===== config.mk =====
export PLATFORM = sky130hd
export DESIGN_NAME = counter_seq_ctrl
export DESIGN_NICKNAME = d
export VERILOG_FILES = /design/src/rtl/counter_seq_ctrl_pkg.sv /design/src/rtl/cnt_ctrl_len_trk.sv /design/src/rtl/counter_seq_ctrl.sv
export SDC_FILE = /design/constraint.sdc
export NUM_CORES = 1
export LEC_CHECK = 0
export CORE_MARGIN = 2
export CORE_UTILIZATION = 34
export DETAILED_ROUTE_END_ITERATION = 6
export DONT_BUFFER_PORTS = 1
export SLEW_MARGIN = 20
export SYNTH_ARGS = -nofsm -noshare
export SYNTH_HDL_FRONTEND = slang
export SYNTH_SLANG_ARGS = --single-unit

===== constraint.sdc =====
create_clock -name clk -period 3.75 [get_ports clk]
set_clock_uncertainty 0.2 [all_clocks]
set_input_delay 0.1875 -clock clk [delete_from_list [all_inputs] [get_ports clk]]
set_output_delay 0.1875 -clock clk [all_outputs]
set_load 0.05 [all_outputs]

===== src/rtl/counter_seq_ctrl_pkg.sv =====
// ---------------------------------------------------------------------------
// counter_seq_ctrl_pkg
// Shared definitions for the counter sequencer: FSM state encodings,
// command op codes and stop-reason codes. Imported by counter_seq_ctrl and
// cnt_ctrl_len_trk.
// ---------------------------------------------------------------------------
package counter_seq_ctrl_pkg;

    // Sequencer states
    typedef enum logic [1:0] {
        ST_IDLE = 2'b00,
        ST_CLR  = 2'b01,
        ST_RUN  = 2'b10,
        ST_DONE = 2'b11
    } state_e;

    // Command op codes carried on cmd_op
    localparam logic [1:0] CMD_CLEAR = 2'b00;
    localparam logic [1:0] CMD_RUN   = 2'b01;
    localparam logic [1:0] CMD_STEP  = 2'b10;
    localparam logic [1:0] CMD_STOP  = 2'b11;

    // Stop reasons reported on stop_rsn
    localparam logic [1:0] RSN_LEN   = 2'b00;
    localparam logic [1:0] RSN_STOP  = 2'b01;
    localparam logic [1:0] RSN_MATCH = 2'b10;
    localparam logic [1:0] RSN_CLR   = 2'b11;

endpackage


===== src/rtl/cnt_ctrl_len_trk.sv =====
// ---------------------------------------------------------------------------
// cnt_ctrl_len_trk
// Run-length tracker: a down-counter of ticks still to issue and an
// up-counter of ticks already issued in the current RUN/STEP.
// Ports:
//   clk, reset    : clock, synchronous active-high reset
//   load_i        : load remaining with load_val_i, zero ticks
//   load_val_i    : run length to load
//   dec_i         : one tick issued this cycle
//   clr_i         : zero both counters (highest priority)
//   remaining_o   : ticks still to issue
//   ticks_o       : ticks issued so far
//   last_o        : remaining == 1 (the next issued tick is the final one)
// ---------------------------------------------------------------------------
module cnt_ctrl_len_trk
    import counter_seq_ctrl_pkg::*;
#(
    parameter int LW = 8
) (
    input  logic          clk,
    input  logic          reset,
    input  logic          load_i,
    input  logic [LW-1:0] load_val_i,
    input  logic          dec_i,
    input  logic          clr_i,
    output logic [LW-1:0] remaining_o,
    output logic [LW-1:0] ticks_o,
    output logic          last_o
);

    localparam logic [LW-1:0] ZERO_C = {LW{1'b0}};
    localparam logic [LW-1:0] ONE_C  = {{(LW-1){1'b0}}, 1'b1};
    localparam logic [LW-1:0] MAX_C  = {LW{1'b1}};

    logic [LW-1:0] remaining_q;
    logic [LW-1:0] remaining_d;
    logic [LW-1:0] ticks_q;
    logic [LW-1:0] ticks_d;

    // Next-state for both counters; remaining never wraps below zero and
    // ticks saturates as a safety net even though a run cannot exceed it.
    always_comb begin
        remaining_d = remaining_q;
        ticks_d     = ticks_q;
        if (clr_i) begin
            remaining_d = ZERO_C;
            ticks_d     = ZERO_C;
        end else if (load_i) begin
            remaining_d = load_val_i;
            ticks_d     = ZERO_C;
        end else if (dec_i && (remaining_q != ZERO_C)) begin
            remaining_d = remaining_q - ONE_C;
            if (ticks_q != MAX_C) begin
                ticks_d = ticks_q + ONE_C;
            end else begin
                ticks_d = ticks_q;
            end
        end else begin
            remaining_d = remaining_q;
            ticks_d     = ticks_q;
        end
    end

    // Counter registers
    always_ff @(posedge clk) begin
        if (reset) begin
            remaining_q <= ZERO_C;
            ticks_q     <= ZERO_C;
        end else begin
            remaining_q <= remaining_d;
            ticks_q     <= ticks_d;
        end
    end

    assign remaining_o = remaining_q;
    assign ticks_o     = ticks_q;
    assign last_o      = (remaining_q == ONE_C);

endmodule


===== src/rtl/counter_seq_ctrl.sv =====
// ---------------------------------------------------------------------------
// counter_seq_ctrl
// Command-driven sequencer for a CW-bit counter. Accepts CLEAR/RUN/STEP/STOP
// over a valid/ready handshake, drives the counter's enable and clear, and
// reports completion with a stop reason and the number of ticks issued.
// Optional feature: define CNT_CTRL_MATCH_EN to end a run early when the
// counter output q_in equals match_val.
// Ports:
//   clk, reset           : clock, synchronous active-high reset
//   cmd_valid/cmd_ready  : command handshake
//   cmd_op, cmd_len      : op code and RUN length
//   hold                 : pause counting during RUN
//   q_in, match_val      : counter output and early-stop value
//   cnt_en, cnt_clr      : counter advance / clear for the next edge
//   busy, done           : not idle / one-cycle completion pulse
//   stop_rsn, ticks      : why the last operation ended / ticks it issued
//   cmd_err              : pulse after an illegal command was handshaken
// ---------------------------------------------------------------------------
module counter_seq_ctrl
    import counter_seq_ctrl_pkg::*;
#(
    parameter int CW = 4,
    parameter int LW = 8
) (
    input  logic          clk,
    input  logic          reset,
    input  logic          cmd_valid,
    output logic          cmd_ready,
    input  logic [1:0]    cmd_op,
    input  logic [LW-1:0] cmd_len,
    input  logic          hold,
    input  logic [CW-1:0] q_in,
    input  logic [CW-1:0] match_val,
    output logic          cnt_en,
    output logic          cnt_clr,
    output logic          busy,
    output logic          done,
    output logic [1:0]    stop_rsn,
    output logic [LW-1:0] ticks,
    output logic          cmd_err
);

    localparam logic [LW-1:0] ZERO_C = {LW{1'b0}};
    localparam logic [LW-1:0] ONE_C  = {{(LW-1){1'b0}}, 1'b1};

    state_e        state_q;
    state_e        state_d;
    logic [1:0]    stop_rsn_q;
    logic [1:0]    stop_rsn_d;
    logic          cmd_err_q;
    logic          cmd_err_d;

    logic          accept_s;
    logic          match_hit_s;
    logic          cnt_en_s;
    logic          load_s;
    logic [LW-1:0] load_val_s;
    logic          clr_s;
    logic [LW-1:0] remaining_s;
    logic [LW-1:0] ticks_s;
    logic          last_s;

`ifdef CNT_CTRL_MATCH_EN
    assign match_hit_s = (state_q == ST_RUN) && (q_in == match_val);
`else
    // Without the match feature the counter value is only observed, never used.
    logic unused_match_s;
    assign match_hit_s    = 1'b0;
    assign unused_match_s = ^{q_in, match_val};
`endif

    assign cmd_ready = (state_q == ST_IDLE) || (state_q == ST_RUN);
    assign accept_s  = cmd_valid && cmd_ready;

    // Next-state, tracker control and counter enable decode
    always_comb begin
        state_d    = state_q;
        stop_rsn_d = stop_rsn_q;
        cmd_err_d  = 1'b0;
        cnt_en_s   = 1'b0;
        load_s     = 1'b0;
        load_val_s = ZERO_C;
        clr_s      = 1'b0;
        case (state_q)
            ST_IDLE: begin
                if (accept_s) begin
                    case (cmd_op)
                        CMD_CLEAR: begin
                            state_d = ST_CLR;
                        end
                        CMD_RUN: begin
                            load_s     = 1'b1;
                            load_val_s = cmd_len;
                            if (cmd_len != ZERO_C) begin
                                state_d = ST_RUN;
                            end else begin
                                // Zero-length run completes without a tick
                                state_d    = ST_DONE;
                                stop_rsn_d = RSN_LEN;
                            end
                        end
                        CMD_STEP: begin
                            load_s     = 1'b1;
                            load_val_s = ONE_C;
                            state_d    = ST_RUN;
                        end
                        CMD_STOP: begin
                            cmd_err_d = 1'b1;
                        end
                        default: begin
                            cmd_err_d = 1'b1;
                        end
                    endcase
                end else begin
                    state_d = ST_IDLE;
                end
            end
            ST_CLR: begin
                clr_s      = 1'b1;
                state_d    = ST_DONE;
                stop_rsn_d = RSN_CLR;
            end
            ST_RUN: begin
                cnt_en_s = ~hold & ~match_hit_s;
                // Exit priority: MATCH, then length exhausted, then STOP
                if (match_hit_s) begin
                    state_d    = ST_DONE;
                    stop_rsn_d = RSN_MATCH;
                end else if (cnt_en_s && last_s) begin
                    state_d    = ST_DONE;
                    stop_rsn_d = RSN_LEN;
                end else if (remaining_s == ZERO_C) begin
                    // Unreachable by construction; recover instead of hanging
                    state_d    = ST_DONE;
                    stop_rsn_d = RSN_LEN;
                end else if (accept_s && (cmd_op == CMD_STOP)) begin
                    state_d    = ST_DONE;
                    stop_rsn_d = RSN_STOP;
                end else begin
                    state_d = ST_RUN;
                end
                if (accept_s && (cmd_op != CMD_STOP)) begin
                    cmd_err_d = 1'b1;
                end else begin
                    cmd_err_d = 1'b0;
                end
            end
            ST_DONE: begin
                state_d = ST_IDLE;
            end
            default: begin
                state_d = ST_IDLE;
            end
        endcase
    end

    // State, stop reason and error pulse registers
    always_ff @(posedge clk) begin
        if (reset) begin
            state_q    <= ST_IDLE;
            stop_rsn_q <= RSN_LEN;
            cmd_err_q  <= 1'b0;
        end else begin
            state_q    <= state_d;
            stop_rsn_q <= stop_rsn_d;
            cmd_err_q  <= cmd_err_d;
        end
    end

    cnt_ctrl_len_trk #(
        .LW (LW)
    ) u_len_trk (
        .clk         (clk),
        .reset       (reset),
        .load_i      (load_s),
        .load_val_i  (load_val_s),
        .dec_i       (cnt_en_s),
        .clr_i       (clr_s),
        .remaining_o (remaining_s),
        .ticks_o     (ticks_s),
        .last_o      (last_s)
    );

    assign cnt_en   = cnt_en_s;
    assign cnt_clr  = (state_q == ST_CLR);
    assign busy     = (state_q != ST_IDLE);
    assign done     = (state_q == ST_DONE);
    assign stop_rsn = stop_rsn_q;
    assign ticks    = ticks_s;
    assign cmd_err  = cmd_err_q;

endmodule


==> flow_summary.toml <==
[critical_path]
start_kind = "flip-flop"
critPathCaptureType = "flip-flop"
cp_max_fo = 8
arrival_ns = 2.56
critical_path_class = "flip-flop to flip-flop"
path_cells = "inv_1, ha_1, or2_2, and3_1, o21ai_0, a311oi_1, dlygate4sd3_1"
critical-path-slowest-cell = "dlygate4sd3_1"
cp.required_ns = 3.71
rr_worst_depth = 7
max_stage_delay_ns = 0.57
r2r_slack_ns = 1.15

[floorplanning]
start_util_pct = 35.13
std_cell_rows = 23
fp.dieH_um = 68.06
io_pins = 38
core_area_mm2 = 0.003971
die_x_um = 68.06
dieArea_mm2 = 0.004631

[final_layout]
mostFrequentLayoutCells = "dfxtp_1 (21), ha_1 (12), inv_1 (10), dlygate4sd3_1 (10)"
stdcell_count = 222
drive_above_1_share_pct = 6.977
finish.utilization_pct = 40.04
area_growth_pct = 13.99
finalNetCount = 207
final_common_cell = "dfxtp_1"
antenna_cells = 0

[power]
p_per_area_mw_per_mm2 = 411.3
seqPwrFrac_pct = 40.6
power_switching_w = 0.0002544
ir_worst_vdd_mv = 0.1766
comb_power_share_pct = 36.3
power_frac_clock_pct = 23.1
switching_share_pct = 38.89
p_leak_nw = 0.5584
p_int_w = 0.0003997
total_power_w = 0.0006541

[clock_tree]
cts_root_buf = "clkbuf_8"
clk_pin_slew_ns = 0.08
cts_setup_buffers = 0
cts_resized = 0
clock-sinks = 21
cts_inserted_buffers = 3
insertion_delay_ns = 0.26
htree_num_levels = 1
cts_tree = "built"
clockBufferDepth = 2

[detailed_routing]
avgRoutedWirePerCell_um = 15.84
dr.pass1.iters = 4
routed_wl_um = 3516
drc_errors = 0
routed-via-count = 1309
viasPerCell = 5.896
drt_iter0_drc = 48
ant_nets = 0

[synthesis]
syn-num-nets = 196
synthDistinctLibCells = 48
async_flop_share_pct = 0
synthFlopType = "dfxtp_1"
synth_cells = 162
synth-seq-area-share_pct = 30.13
synthesis.area_mm2 = 0.001395
avgSynthCellArea_um2 = 8.612
synth_edf_count = 0
yosysWarningCount = 0
synth-seq-cells = 21

[global_route]
grt_pass1_wl_um = 5858
grt_max_degree = 15
antenna_found_initial = 0
grt_usage_pct = 16.49
overflow = 0
first_global_vias = 1273

[flow_run]
cap_violations = 0

[place]
port_buffers = 0
hpwl_um = 2560
place_inst = 208
dp_slack_ns = 1.297
gp_congestion = 0.8330

[worst_hold_path]
hp-class = "input pin to flip-flop"
hold_depth = 3

[sta]
setup_ws_ns = 1.153
clock.fmax_ghz = 0.3850
timing.final.crit_share_pct = 69.26
finalSetupTns_ns = 0
setup_viol = 0
worstMarginPinSlew_ns = 0.8280
hold_violations = 0
slew_headroom_pct = 44.02
finalCriticalPeriod_ns = 2.597
grt_setup_unrepaired = "no"
report.final.slew_viol_count = 0

[status]
status = "complete, no violations"
==> per-layer routing <==
metal | part of all wire (%) | up-vias | routed length, µm | GRT usage [%]
li1 | - | 638 | - | -
met4 | 1.3 | 0 | 46 | 5.250
met5 | 0 | - | 0 | 0
met3 | 7.2 | 6 | 252 | 4.934
met2 | 48 | 42 | 1679 | 27.31
met1 | 44 | 623 | 1537 | 20.40
==> kinds of logic after synthesis <==
logic type,Yosys count,share of synthesized area (%)
flops,21,30.13
compound gates,44,22.42
mux,7,5.023
buf+inv,15,4.216
xor+xnor,3,1.884
simple gates,60,25.56
fa+ha+maj,12,10.76
==> flip-flops by register name, summed over array words and instances (netlist names) <==
signal / flops
stop_rsn: 2
cmd_err: 1
state_q: 2
u_len_trk.ticks_o: 8
u_len_trk.remaining_o: 8
==> cells in the mapped netlist, drive strengths merged, types with 4 or more instances <==
library cell	count	area (µm²)
nand2	7	26.28
mux2i	7	70.07
o41ai	4	35.03
nor2	8	30.03
nand3	6	30.03
or4	4	33.78
dfxtp	21	420.4
ha	12	150.1
nor4	5	31.28
nor2b	4	25.02
a21oi	9	45.04
o21ai	11	55.05
inv	10	37.54
or3	4	25.02
==> power by group through the flow <==
stage,combinational (W),clock (W),sequential [W]
finish,0.000237,0.000151,0.000266
global route,0.000261,0.000163,0.000268
CTS,0.000236,0.000156,0.000265
detailed placement,0.000223,0,0.000270
global placement,0.000219,0,0.000268
floorplan,0.000190,0,0.000265
==> critical path, delay by kind of cell (launching register included) <==
kind	cells	cell delay [ns]
buffers and inverters	2	0.68
AND/OR/NAND/NOR	2	0.72
AO/OA/AOI/OAI	2	0.17
adder cells (fa/ha/maj)	1	0.30
flip-flops	1	0.42
==> stage by stage <==
stage               area [µm²]  hold slack [ns]
floorplan                 1395          0.09612
detailed placement        1444          0.06401
CTS                       1590          0.06688
finish                    1590          0.06444
global route              1590           0.1136
global placement          1444          0.06242
==> worst paths after layout <==
check,startpoint,to
worst min-delay path,cmd_valid,stop_rsn[0]
worst min register to register,state_q[1],state_q[1]
worst max-delay path,state_q[0],state_q[0]
worst max register to register,state_q[0],state_q[0]
==> cell type report <==
| class | instances | area [µm²] |
|---|---|---|
| fill | 407 | 2381 |
| multi-input combinational | 126 | 915.9 |
| sequential | 21 | 420.4 |
| timing repair buffer | 11 | 107.6 |
| tap | 50 | 62.56 |
| clock buffer | 3 | 41.29 |
| inverter | 10 | 37.54 |
| clock inverter | 1 | 5.005 |
==> timing repair <==
action | CTS | global route
hold buffers | 10 | 0
setup endpoints to repair | 0 | 0
endpoints found under the hold margin | 14 | 0
No activity file was read; power rests on OpenSTA's default activity.
